## config.mk

```make
export PLATFORM = sky130hd
export DESIGN_NAME = uart_byte_rx
export DESIGN_NICKNAME = d
export VERILOG_FILES = /design/src/rtl/uart_rx_pkg.sv /design/src/rtl/uart_baud_tick.sv /design/src/rtl/uart_byte_rx.sv
export SDC_FILE = /design/constraint.sdc
export NUM_CORES = 1
export LEC_CHECK = 0
export CORE_ASPECT_RATIO = 1.5
export CORE_MARGIN = 2
export CORE_UTILIZATION = 50
export CTS_CLUSTER_DIAMETER = 120
export CTS_CLUSTER_SIZE = 24
export DETAILED_ROUTE_END_ITERATION = 10
export PLACE_DENSITY = 0.74
export SYNTH_ARGS = -nofsm -noshare
export SYNTH_HDL_FRONTEND = slang
export SYNTH_SLANG_ARGS = --single-unit
```

## constraint.sdc

```tcl
create_clock -name clk -period 1.95 [get_ports clk]
set_input_delay 0.39 -clock clk [delete_from_list [all_inputs] [get_ports clk]]
set_output_delay 0.39 -clock clk [all_outputs]
set_load 0.02 [all_outputs]
```

## src/rtl/uart_rx_pkg.sv

```systemverilog
// Shared types and helpers for the UART byte receiver.
// UART_RX_PARITY_EN adds the PARITY state (8E1 framing instead of 8N1).
package uart_rx_pkg;

    localparam int unsigned DATA_BITS = 8;

    typedef enum logic [2:0] {
        IDLE      = 3'd0,
        START     = 3'd1,
        DATA      = 3'd2,
`ifdef UART_RX_PARITY_EN
        PARITY    = 3'd3,
`endif
        STOP      = 3'd4,
        WAIT_IDLE = 3'd5
    } rx_state_t;

    // Clocks per oversample tick, truncated.
    function automatic int unsigned calc_div(input int unsigned clk_hz,
                                             input int unsigned baud,
                                             input int unsigned oversample);
        return clk_hz / (baud * oversample);
    endfunction

endpackage

```

## src/rtl/uart_baud_tick.sv

```systemverilog
// Free-running oversample tick generator with restart for start-edge alignment.
// Identical for both framings (UART_RX_PARITY_EN has no effect here).
module uart_baud_tick
    import uart_rx_pkg::*;
#(
    parameter int unsigned CLK_HZ     = 50000000,
    parameter int unsigned BAUD       = 115200,
    parameter int unsigned OVERSAMPLE = 16
) (
    input  logic clk,
    input  logic rst_n,
    input  logic restart,
    output logic tick
);

    localparam int unsigned DIV   = calc_div(CLK_HZ, BAUD, OVERSAMPLE);
    localparam int unsigned CNT_W = (DIV > 1) ? $clog2(DIV) : 1;

    if (DIV < 1) begin : g_div_check
        $error("uart_baud_tick: CLK_HZ/(BAUD*OVERSAMPLE) must be at least 1");
    end

    logic [CNT_W-1:0] cnt_q, cnt_d;

    always_comb begin
        cnt_d = cnt_q + CNT_W'(1);
        if (restart || (cnt_q == CNT_W'(DIV - 1))) begin
            cnt_d = '0;
        end
    end

    always_ff @(posedge clk or negedge rst_n) begin
        if (!rst_n) begin
            cnt_q <= '0;
        end else begin
            cnt_q <= cnt_d;
        end
    end

    assign tick = (cnt_q == CNT_W'(DIV - 1));

endmodule

```

## src/rtl/uart_byte_rx.sv

```systemverilog
// UART receiver: 8N1 serial line to held byte plus valid/frame_err strobes.
// Define UART_RX_PARITY_EN for 8E1 framing with a parity check before the stop bit.
module uart_byte_rx
    import uart_rx_pkg::*;
#(
    parameter int unsigned CLK_HZ     = 50000000,
    parameter int unsigned BAUD       = 115200,
    parameter int unsigned OVERSAMPLE = 16
) (
    input  logic                 clk,
    input  logic                 rst_n,
    input  logic                 rx,
    output logic [DATA_BITS-1:0] data,
    output logic                 valid,
    output logic                 frame_err,
    output logic                 busy
);

    localparam int unsigned SCNT_W = $clog2(OVERSAMPLE);
    localparam int unsigned IDX_W  = $clog2(DATA_BITS);

    if ((OVERSAMPLE < 4) || ((OVERSAMPLE % 2) != 0)) begin : g_os_check
        $error("uart_byte_rx: OVERSAMPLE must be even and at least 4");
    end

    logic                 rx_meta_q, rxs_q;
    logic                 tick, restart_c, frame_ok_c;
    rx_state_t            state_q, state_d;
    logic [SCNT_W-1:0]    scnt_q, scnt_d;
    logic [IDX_W-1:0]     idx_q, idx_d;
    logic [DATA_BITS-1:0] shift_q, shift_d, data_q, data_d;
    logic                 valid_q, valid_d, ferr_q, ferr_d, busy_q, busy_d;
`ifdef UART_RX_PARITY_EN
    logic                 par_err_q, par_err_d;
`endif

    uart_baud_tick #(
        .CLK_HZ    (CLK_HZ),
        .BAUD      (BAUD),
        .OVERSAMPLE(OVERSAMPLE)
    ) u_tick (
        .clk    (clk),
        .rst_n  (rst_n),
        .restart(restart_c),
        .tick   (tick)
    );

    // Next-state, datapath and strobe logic.
    always_comb begin
        state_d   = state_q;
        scnt_d    = scnt_q;
        idx_d     = idx_q;
        shift_d   = shift_q;
        data_d    = data_q;
        valid_d   = 1'b0;
        ferr_d    = 1'b0;
        restart_c = 1'b0;
`ifdef UART_RX_PARITY_EN
        par_err_d  = par_err_q;
        frame_ok_c = rxs_q && !par_err_q;
`else
        frame_ok_c = rxs_q;
`endif
        case (state_q)
            IDLE: begin
                if (!rxs_q) begin
                    state_d   = START;
                    scnt_d    = '0;
                    restart_c = 1'b1;
                end
            end
            START: begin
                if (tick) begin
                    if (scnt_q == SCNT_W'(OVERSAMPLE / 2 - 1)) begin
                        scnt_d = '0;
                        idx_d  = '0;
                        state_d = rxs_q ? IDLE : DATA;
                    end else begin
                        scnt_d = scnt_q + SCNT_W'(1);
                    end
                end
            end
            DATA: begin
                if (tick) begin
                    if (scnt_q == SCNT_W'(OVERSAMPLE - 1)) begin
                        scnt_d  = '0;
                        shift_d = {rxs_q, shift_q[DATA_BITS-1:1]};
                        if (idx_q == IDX_W'(DATA_BITS - 1)) begin
`ifdef UART_RX_PARITY_EN
                            state_d = PARITY;
`else
                            state_d = STOP;
`endif
                        end else begin
                            idx_d = idx_q + IDX_W'(1);
                        end
                    end else begin
                        scnt_d = scnt_q + SCNT_W'(1);
                    end
                end
            end
`ifdef UART_RX_PARITY_EN
            PARITY: begin
                if (tick) begin
                    if (scnt_q == SCNT_W'(OVERSAMPLE - 1)) begin
                        scnt_d    = '0;
                        par_err_d = (^shift_q) ^ rxs_q;
                        state_d   = STOP;
                    end else begin
                        scnt_d = scnt_q + SCNT_W'(1);
                    end
                end
            end
`endif
            STOP: begin
                if (tick) begin
                    if (scnt_q == SCNT_W'(OVERSAMPLE - 1)) begin
                        scnt_d = '0;
                        if (frame_ok_c) begin
                            data_d  = shift_q;
                            valid_d = 1'b1;
                            state_d = IDLE;
                        end else begin
                            ferr_d  = 1'b1;
                            state_d = WAIT_IDLE;
                        end
                    end else begin
                        scnt_d = scnt_q + SCNT_W'(1);
                    end
                end
            end
            // A held-low line (break) must return high before a new start is accepted.
            WAIT_IDLE: begin
                if (rxs_q) begin
                    state_d = IDLE;
                end
            end
            default: begin
                state_d = IDLE;
            end
        endcase
        busy_d = (state_d != IDLE);
    end

    always_ff @(posedge clk or negedge rst_n) begin
        if (!rst_n) begin
            rx_meta_q <= 1'b1;
            rxs_q     <= 1'b1;
            state_q   <= IDLE;
            scnt_q    <= '0;
            idx_q     <= '0;
            shift_q   <= '0;
            data_q    <= '0;
            valid_q   <= 1'b0;
            ferr_q    <= 1'b0;
            busy_q    <= 1'b0;
`ifdef UART_RX_PARITY_EN
            par_err_q <= 1'b0;
`endif
        end else begin
            rx_meta_q <= rx;
            rxs_q     <= rx_meta_q;
            state_q   <= state_d;
            scnt_q    <= scnt_d;
            idx_q     <= idx_d;
            shift_q   <= shift_d;
            data_q    <= data_d;
            valid_q   <= valid_d;
            ferr_q    <= ferr_d;
            busy_q    <= busy_d;
`ifdef UART_RX_PARITY_EN
            par_err_q <= par_err_d;
`endif
        end
    end

    assign data      = data_q;
    assign valid     = valid_q;
    assign frame_err = ferr_q;
    assign busy      = busy_q;

endmodule

```

* Word-level counts from Yosys, hierarchy flattened
Index checks and enable logic that the tools add are counted.
** Storage, ports and cells
- Register bits :: 36
- Output and inout bits :: 11
** Cells by class
- Add/sub/neg operators :: 3
- Equality and inequality tests :: 15
- Multiplexer cells :: 34
- Reduce and logical (&&, ||, !) cells :: 10
** Operators by type and width (count)
- 3-bit 2-to-1 mux :: 15
- 4-bit 2-to-1 mux :: 5
- 3-bit one-hot mux with 5 select lines :: 1
- 2-bit inequality test, second input constant :: 6
- 4-bit one-hot mux with 3 select lines :: 1
- 3-bit equality test, second input constant :: 3
- 1-bit 2-to-1 mux :: 9
- 4-bit AND reduction :: 2
- 3-bit one-hot mux with 2 select lines :: 1
- 6-bit AND reduction :: 1
- 3-bit nonzero test :: 2
- 5-bit by 1-bit adder with 5-bit output, second input constant :: 1
- 5-bit equality test, second input constant :: 1
- 5-bit 2-to-1 mux :: 1
- 4-bit by 1-bit adder with 4-bit output, second input constant :: 1
- 4-bit by 3-bit equality test with 1-bit output, second input constant :: 1
- 4-bit equality test, second input constant :: 1
- 3-bit by 1-bit adder with 3-bit output, second input constant :: 1
- 3-bit by 1-bit equality test with 1-bit output, second input constant :: 1
- 3-bit by 2-bit equality test with 1-bit output, second input constant :: 1
- 3-bit logical NOT :: 1
- 3-bit AND reduction :: 1
- 2-bit 2-to-1 mux :: 1
- 2-bit by 1-bit inequality test with 1-bit output, second input constant :: 1
- 3 further kinds :: 3

* Logic depth before layout (Yosys ltp)
Gate-level depths: netlist of the first run.
- Depth in word-level cells :: 6
- Gate-level depth with buffers :: 6
- Depth with buffers taken out :: 6

* By module
A second synthesis of the first run with hierarchy kept.
** Unflattened totals
- Cells, all modules :: 137
- Area total of the unflattened synthesis :: 1774.2 um^2
** Modules (own cells, without submodules)
- uart_byte_rx :: instances 1, cells each 115, area each 1490.2 um^2
- uart_baud_tick :: instances 1, cells each 22, area each 284.0 um^2

* Worst setup path before layout of the first run
Ideal clock, no wire load.
- Path kind :: register to register
- Start point :: reg scnt_q[0]
- End point :: reg data_q[0] (netlist: data[0])
- Library setup time :: 0.125 ns
- Arrival time :: 1.562 ns
- Setup slack :: 0.263 ns
- Cell stages (with the launch flop) :: 6
- Buffers on the path :: 0
- Cells stage by stage :: dfrtp_1 -> ha_1 -> and2_0 -> and3_1 -> nand3_2 -> mux2_2
** On the way
- Cells in the longest elaborated chain, start to end :: 2
** RTL lines
- from (decl) :: RTL line uart_byte_rx.sv:29 : logic [SCNT_W-1:0] scnt_q, scnt_d;
- from (signal assigned) :: RTL line uart_byte_rx.sv:164 : scnt_q <= scnt_d;
- 4-bit equality test :: RTL line uart_byte_rx.sv:117 : if (scnt_q == SCNT_W'(OVERSAMPLE - 1)) begin
- 4-bit AND reduction (no line)
- to (signal assigned) :: RTL line uart_byte_rx.sv:167 : data_q <= data_d;
- to (decl) :: RTL line uart_byte_rx.sv:31 : logic [DATA_BITS-1:0] shift_q, shift_d, data_q, data_d;
Every way passes these cells.
A chain may end at the register's enable or synchronous reset.

* Final worst setup path of the first run
- Start point :: reg scnt_q[0]
- End point :: reg data_q[1] (netlist: data[1])
The elaborated chain is that of the path after synthesis.

==> results of run 1 <==
layout by cell type (no fill, tap or decap), types with 2 or more instances in the layout:
cell type	n
clkbuf_8	5
and3_1	2
clkdlybuf4s50_1	13
ha_1	5
inv_1	4
dfstp_2	2
dfrtp_1	34
or3_1	2
a211o_1	3
a22o_1	2
xor2_1	2
nand3_1	4
nor2_1	14
a21oi_1	3
mux2_2	18
nand4_1	2
buf_4	3
nand2_1	6
worst min path at each step:
stage | cells past startpoint | to | start
floorplan | 0 | busy | rst_n
global placement | 0 | frame_ok_c | rx_meta_q
detailed placement | 0 | frame_ok_c | rx_meta_q
CTS | 0 | frame_ok_c | rx_meta_q
global route | 0 | frame_ok_c | rx_meta_q
finish | 0 | frame_ok_c | rx_meta_q
final cells by class:
| class | count | share of cell area [%] |
|---|---|---|
| clock buffer | 6 | 3.74 |
| clock inverter | 2 | 0.838 |
| inverter | 4 | 0.774 |
| multi-input combinational | 90 | 37.7 |
| sequential | 36 | 46.6 |
| tap | 40 | 2.58 |
| timing repair buffer | 16 | 7.87 |
state kept, by name, indices dropped and copies added, names as in the netlist:
signal	count
valid	1
state_q	3
frame_err	1
busy	1
idx_q	3
shift_q	8
rx_meta_q	1
data	8
u_tick.cnt_q	5
frame_ok_c	1
scnt_q	4
cells by family (layout without fill, tap and decap cells):
kind of cell / after synthesis / in the layout / share of synthesized area (%)
buffers and inverters: 8 / 28 / 2.71
xor gates and xnor gates: 3 / 3 / 1.58
AOI/OAI and AO/OA: 19 / 19 / 9.19
adders and majority gates: 5 / 5 / 3.77
and+or+nand+nor: 45 / 45 / 16.1
muxes: 18 / 18 / 12.2
DFF: 36 / 36 / 54.4
worst max-delay path: stages (launching register included):
cell and delay (ns):
dfrtp_1 0.42, ha_1 0.26, and2_1 0.23, and3_1 0.28
nand3_4 0.18, mux2_2 0.36
per-layer routing:
metal,vias to the layer above,GRT usage [%]
met5,-,0
met4,0,10.8
met3,9,5.82
met2,32,31.7
met1,572,21.2
li1,523,-
what timing repair did:
action | 4_1_cts | 5_1_grt
resized for setup | 0 | 4
hold buffers | 0 | 0
endpoints found under the setup margin | 0 | 20
through the flow:
| stage | area [µm²] | std cells | util [%] | setup slack [ns] | hold WS (ns) |
|---|---|---|---|---|---|
| 2_1_floorplan | 1660 | 134 | - | 0.263 | 0.0944 |
| 3_3_place_gp | 1830 | 186 | 58.0 | 0.116 | 0.346 |
| 3_5_place_dp | 1830 | 186 | 58.0 | 0.0536 | 0.347 |
| 4_1_cts | 1920 | 194 | 60.8 | 0.0283 | 0.358 |
| 5_1_grt | 1940 | 194 | 61.4 | -0.00315 | 0.360 |
| 6_report | 1940 | 194 | 61.4 | 0.116 | 0.357 |
power breakdown:
group          total (mW)  switching (mW)  leakage, nW  internal, mW
sequential          0.752         0.00213        0.466         0.750
combinational      0.0214          0.0156        0.426       0.00584
clock               0.533           0.280       0.0414         0.254
==> results.toml, run 1 <==
[final_layout]
fill_cells = 263
seq_area_um2 = 903
final_nets = 161
antenna_cells = 0
layout-drive-gt1-share_pct = 25.3
syn2layout_area_growth_pct = 16.9
multi_input_area_um2 = 731

[worst_setup_path]
cp.arrival_ns = 2.02
reg2reg_depth = 5
cp-end-kind = "register"
cp-startpoint = "scnt_q[0]"
critPathLaunchType = "register"
path_max_fanout = 9
rrSetupSlack_ns = 0.12
crit_type = "reg -> reg"
reg2reg_to = "data[1]"
crit_end = "data[1]"
required_ns = 2.13
r2r-start = "scnt_q[0]"

[detailed_routing]
drt_iter0_markers = 30
ant_nets = 0
vias = 1136
routed_wl_um = 3110
highest_layer = "met4"
wl_met3_um = 144
wl_met1_um = 1230
via_per_inst = 5.86
wl_met2_um = 1660
drc = 0
wl_per_cell_um = 16.0
first_pass_iters = 4

[timing]
fin_crit_sh_pct = 94.0
drv_slew = 0
tightest_slew_ns = 0.441
finalSetupViolations = 0
finalHoldViolCount = 0
relSlewSlack_pct = 70.6
layout_min_cycle_time_ns = 1.83
fmax_mhz = 545
setup_tns_ns = 0
finalClockSkew_ns = 0.00235

[clock_tree]
tritoncts = "yes"
clock_latency_ns = 0.30
cts.reportedPaths.clkPinSlew_ns = 0.07
cts_inserted_buffers = 5
cts_sinks = 36
cts_buffer_depth = 2
cts_setup_buffers = 0
cts_max_level = 2
cts_root_buffer = "clkbuf_8"

[job]
drv_cap = 0

[synth]
synth_cells = 134
netlist_top_cells_area = "dfrtp_1, mux2_2, ha_1"
synth_cell_types = 43
syn_avg_cell_area_um2 = 12.4
async_flop_share_pct = 100
post-synth-top-count-cell = "dfrtp_1"
synth_area_leader_cell = "dfrtp_1"
synth_common_cells = "dfrtp_1, mux2_2, nor2_1"
synthesis.nets = 142
ys_warn_count = 0
synth_top_area_share_pct = 51.2
synth_seq_cells = 36
synth_edf_count = 0
synth-main-ff-cell = "dfrtp_1"
yosysSeqAreaShare_pct = 54.4
syn_area_um2 = 1660

[power]
powerDensity_nw_per_um2 = 673
p_leak_nw = 0.934
power_mw = 1.31
ir_drop_uv = 641

[global_route]
grt_pass1_vias = 1158
track_usage_pct = 18.9
antenna_found_initial = 0
gr-total-overflow = 0
grt_pass1_wl_um = 5220
grt_max_degree = 37

[die]
core_area_um2 = 3160
dieHeight_um = 74.6
ioPinCount = 14
die_w_um = 51.1
initial_core_util_pct = 52.6
row_count = 25
dieArea_um2 = 3810

[placed_design]
io_buffers = 13
hpwl_um = 2190
routabilityCongestion = 0.806

[hold_path]
hold_class = "reg -> reg"

[status]
outcome = "completed"
(Power assumes the default switching activity.)
==> inputs of run 2 (changes only) <==
Settings changed: SETUP_SLACK_MARGIN from default to 0.02, SLEW_MARGIN from default to 20.
==> results of run 2 <==
The final DEF is identical to that of run 1. Status: completed.
==> edit: new RTL, flow settings as in run 2 <==
Reset style: synchronous (`rst_n`), changed in 2 clocked blocks.
--- a/src/rtl/uart_baud_tick.sv
+++ b/src/rtl/uart_baud_tick.sv
@@ -30,5 +30,5 @@
     end
 
-    always_ff @(posedge clk or negedge rst_n) begin
+    always_ff @(posedge clk) begin
         if (!rst_n) begin
             cnt_q <= '0;
--- a/src/rtl/uart_byte_rx.sv
+++ b/src/rtl/uart_byte_rx.sv
@@ -143,5 +143,5 @@
     end
 
-    always_ff @(posedge clk or negedge rst_n) begin
+    always_ff @(posedge clk) begin
         if (!rst_n) begin
             rx_meta_q <= 1'b1;
Function: differs if rst_n is asserted again (counterexample within 4 cycles, from zero or initial values and one cycle with rst_n low); with rst_n held inactive, the same outputs for 10 cycles.
==> edit against run 2 <==
- core utilization is 2.0 points lower
- area after synthesis decreased by 1.4%
- highest routed layer unchanged
- critical endpoint is now scnt_q[3]
- setup slack better by 0.17 ns
- cell area decreased by 4.2%
- wire length fell by 7.5%
- clock skew increased by 0.00088 ns
- first-iteration DRC count up 40%
- critical path depth did not move
- sequential cell count unchanged
Power is not compared: it rests on default switching activity, and its combinational part moved more than twofold at a synthesized area within 25%.
==> edit: results <==
[placement]
placed_area_mm2 = 0.001782
pre_cts_ws_ns = 0.3062
dp_hpwl_um = 2151
gp_congestion = 0.8168

[drt]
wl_met1_um = 1166
routed.top_layer = met4
drtPass1Iterations = 4
wl_um = 2872
dr_wl_met3_um = 136
drt_iter0_drc = 42
via_count = 1261
wl_met2_um = 1496

[critical_path]
slowest_delay_ns = 0.58
crit_slowest_cell = dfxtp_1
regToRegEndpoint = scnt_q[3]
crit_arrival_ns = 1.86
r2r_start = state_q[1]
reg2reg_slack_ns = 0.29

[clock_network]
clk_latency_ns = 0.28
ctsLongestPathBuffers = 2
numCtsBuffers = 5
cts.repair.resized = 0
post_cts_buffers = 0

[synthesis]
ys_seq_area_share_pct = 44.00
synth_common_cells = 36 x dfxtp_1, 30 x nand2_1, 22 x nor2_1
synthCells = 178
synthTopCellsByArea = dfxtp_1 44%, nand2_1 6.9%, mux2i_1 6.7%
yosysUniqueCellTypes = 42
ys_async_sr_fraction_pct = 0
synth_ff_type = dfxtp_1
synthesis.nets = 186

[pwr]
vdd_drop_max_uv = 511.1
power.switching_w = 0.0002845

[sta]
skew_ns = 0.003234
worst_pin_slew_ns = 0.4431
hold_ws_ns = 0.4140

[hold_path]
hold_depth = 1
holdCritStartpoint = rx_meta_q
hold_end = frame_ok_c

[finish]
num-nets-final = 201
final_cells = 233
drive_gt1_share_pct = 12.44

[grt]
grt_pass1_wl_um = 4912
grt_max_degree = 19
grtUsageTotal_pct = 17.63
grt_pass1_vias = 1148

[run_status]
outcome = completed
-- edit: cell types whose count changed in the layout (fill, tap and decap cells not counted), sizes merged, moves of 5 or more --
cell / run 2 / this run
o21ai: 1 / 8
dfxtp: 0 / 36
dfrtp: 34 / 0
nand3: 5 / 10
mux2: 18 / 0
mux2i: 0 / 11
a21oi: 3 / 9
nand2: 6 / 32
nor2: 14 / 24
-- edit: worst max-delay path: cells and delay by family (launching register included) --
| kind | cells | cell delay, ns |
|---|---|---|
| AND/OR/NAND/NOR | 3 | 0.63 |
| flip-flops | 1 | 0.58 |
| AO/OA/AOI/OAI | 2 | 0.37 |
-- edit: logic make-up after synthesis --
group / after synthesis / share of synthesized area [%]
mux: 11 / 6.723
fa+ha+maj: 5 / 3.820
flops: 36 / 44.00
simple gates: 87 / 29.79
xor+xnor: 4 / 2.139
buf+inv: 10 / 4.049
compound gates: 25 / 9.472
-- edit: area by class of cell --
class	instances	area, um^2
Timing Repair Buffer	16	152.6
Fill cell	272	1269
Clock buffer	6	72.57
Multi-Input combinational cell	132	850.8
Inverter	2	7.507
Clock inverter	1	5.005
Tap cell	40	50.05
Sequential cell	36	720.7
-- edit: power by group through the flow --
stage               combinational [W]  clock, W  sequential [W]
CTS                         0.0000571  0.000496        0.000756
floorplan                   0.0000459         0        0.000768
finish                      0.0000571  0.000483        0.000756
global placement            0.0000554         0        0.000771
global route                0.0000630  0.000523        0.000757
detailed placement          0.0000567         0        0.000773
-- edit: routing by layer --
layer,track usage (%),vias to the layer above
met3,4.217,5
met4,10.81,0
met2,31.29,38
met5,0,-
met1,18.73,587
li1,-,631
-- edit: how the worst max path moves through the flow --
stage | from | end | slack (ns)
after global routing | state_q[1] | scnt_q[3] | 0.16
after detailed placement | u_tick.cnt_q[0] | data[6] | 0.31
after CTS | state_q[1] | scnt_q[3] | 0.28
after global placement | u_tick.cnt_q[0] | data[3] | 0.36
after floorplan | u_tick.cnt_q[0] | scnt_q[3] | 0.53
final | state_q[1] | scnt_q[3] | 0.29
-- edit: stage by stage --
step	power, W	util (%)
4_1_cts	0.001309	59.44
3_3_place_gp	0.0008266	56.96
6_report	0.001296	59.44
3_5_place_dp	0.0008293	56.96
5_1_grt	0.001343	59.44
2_1_floorplan	0.0008143	-
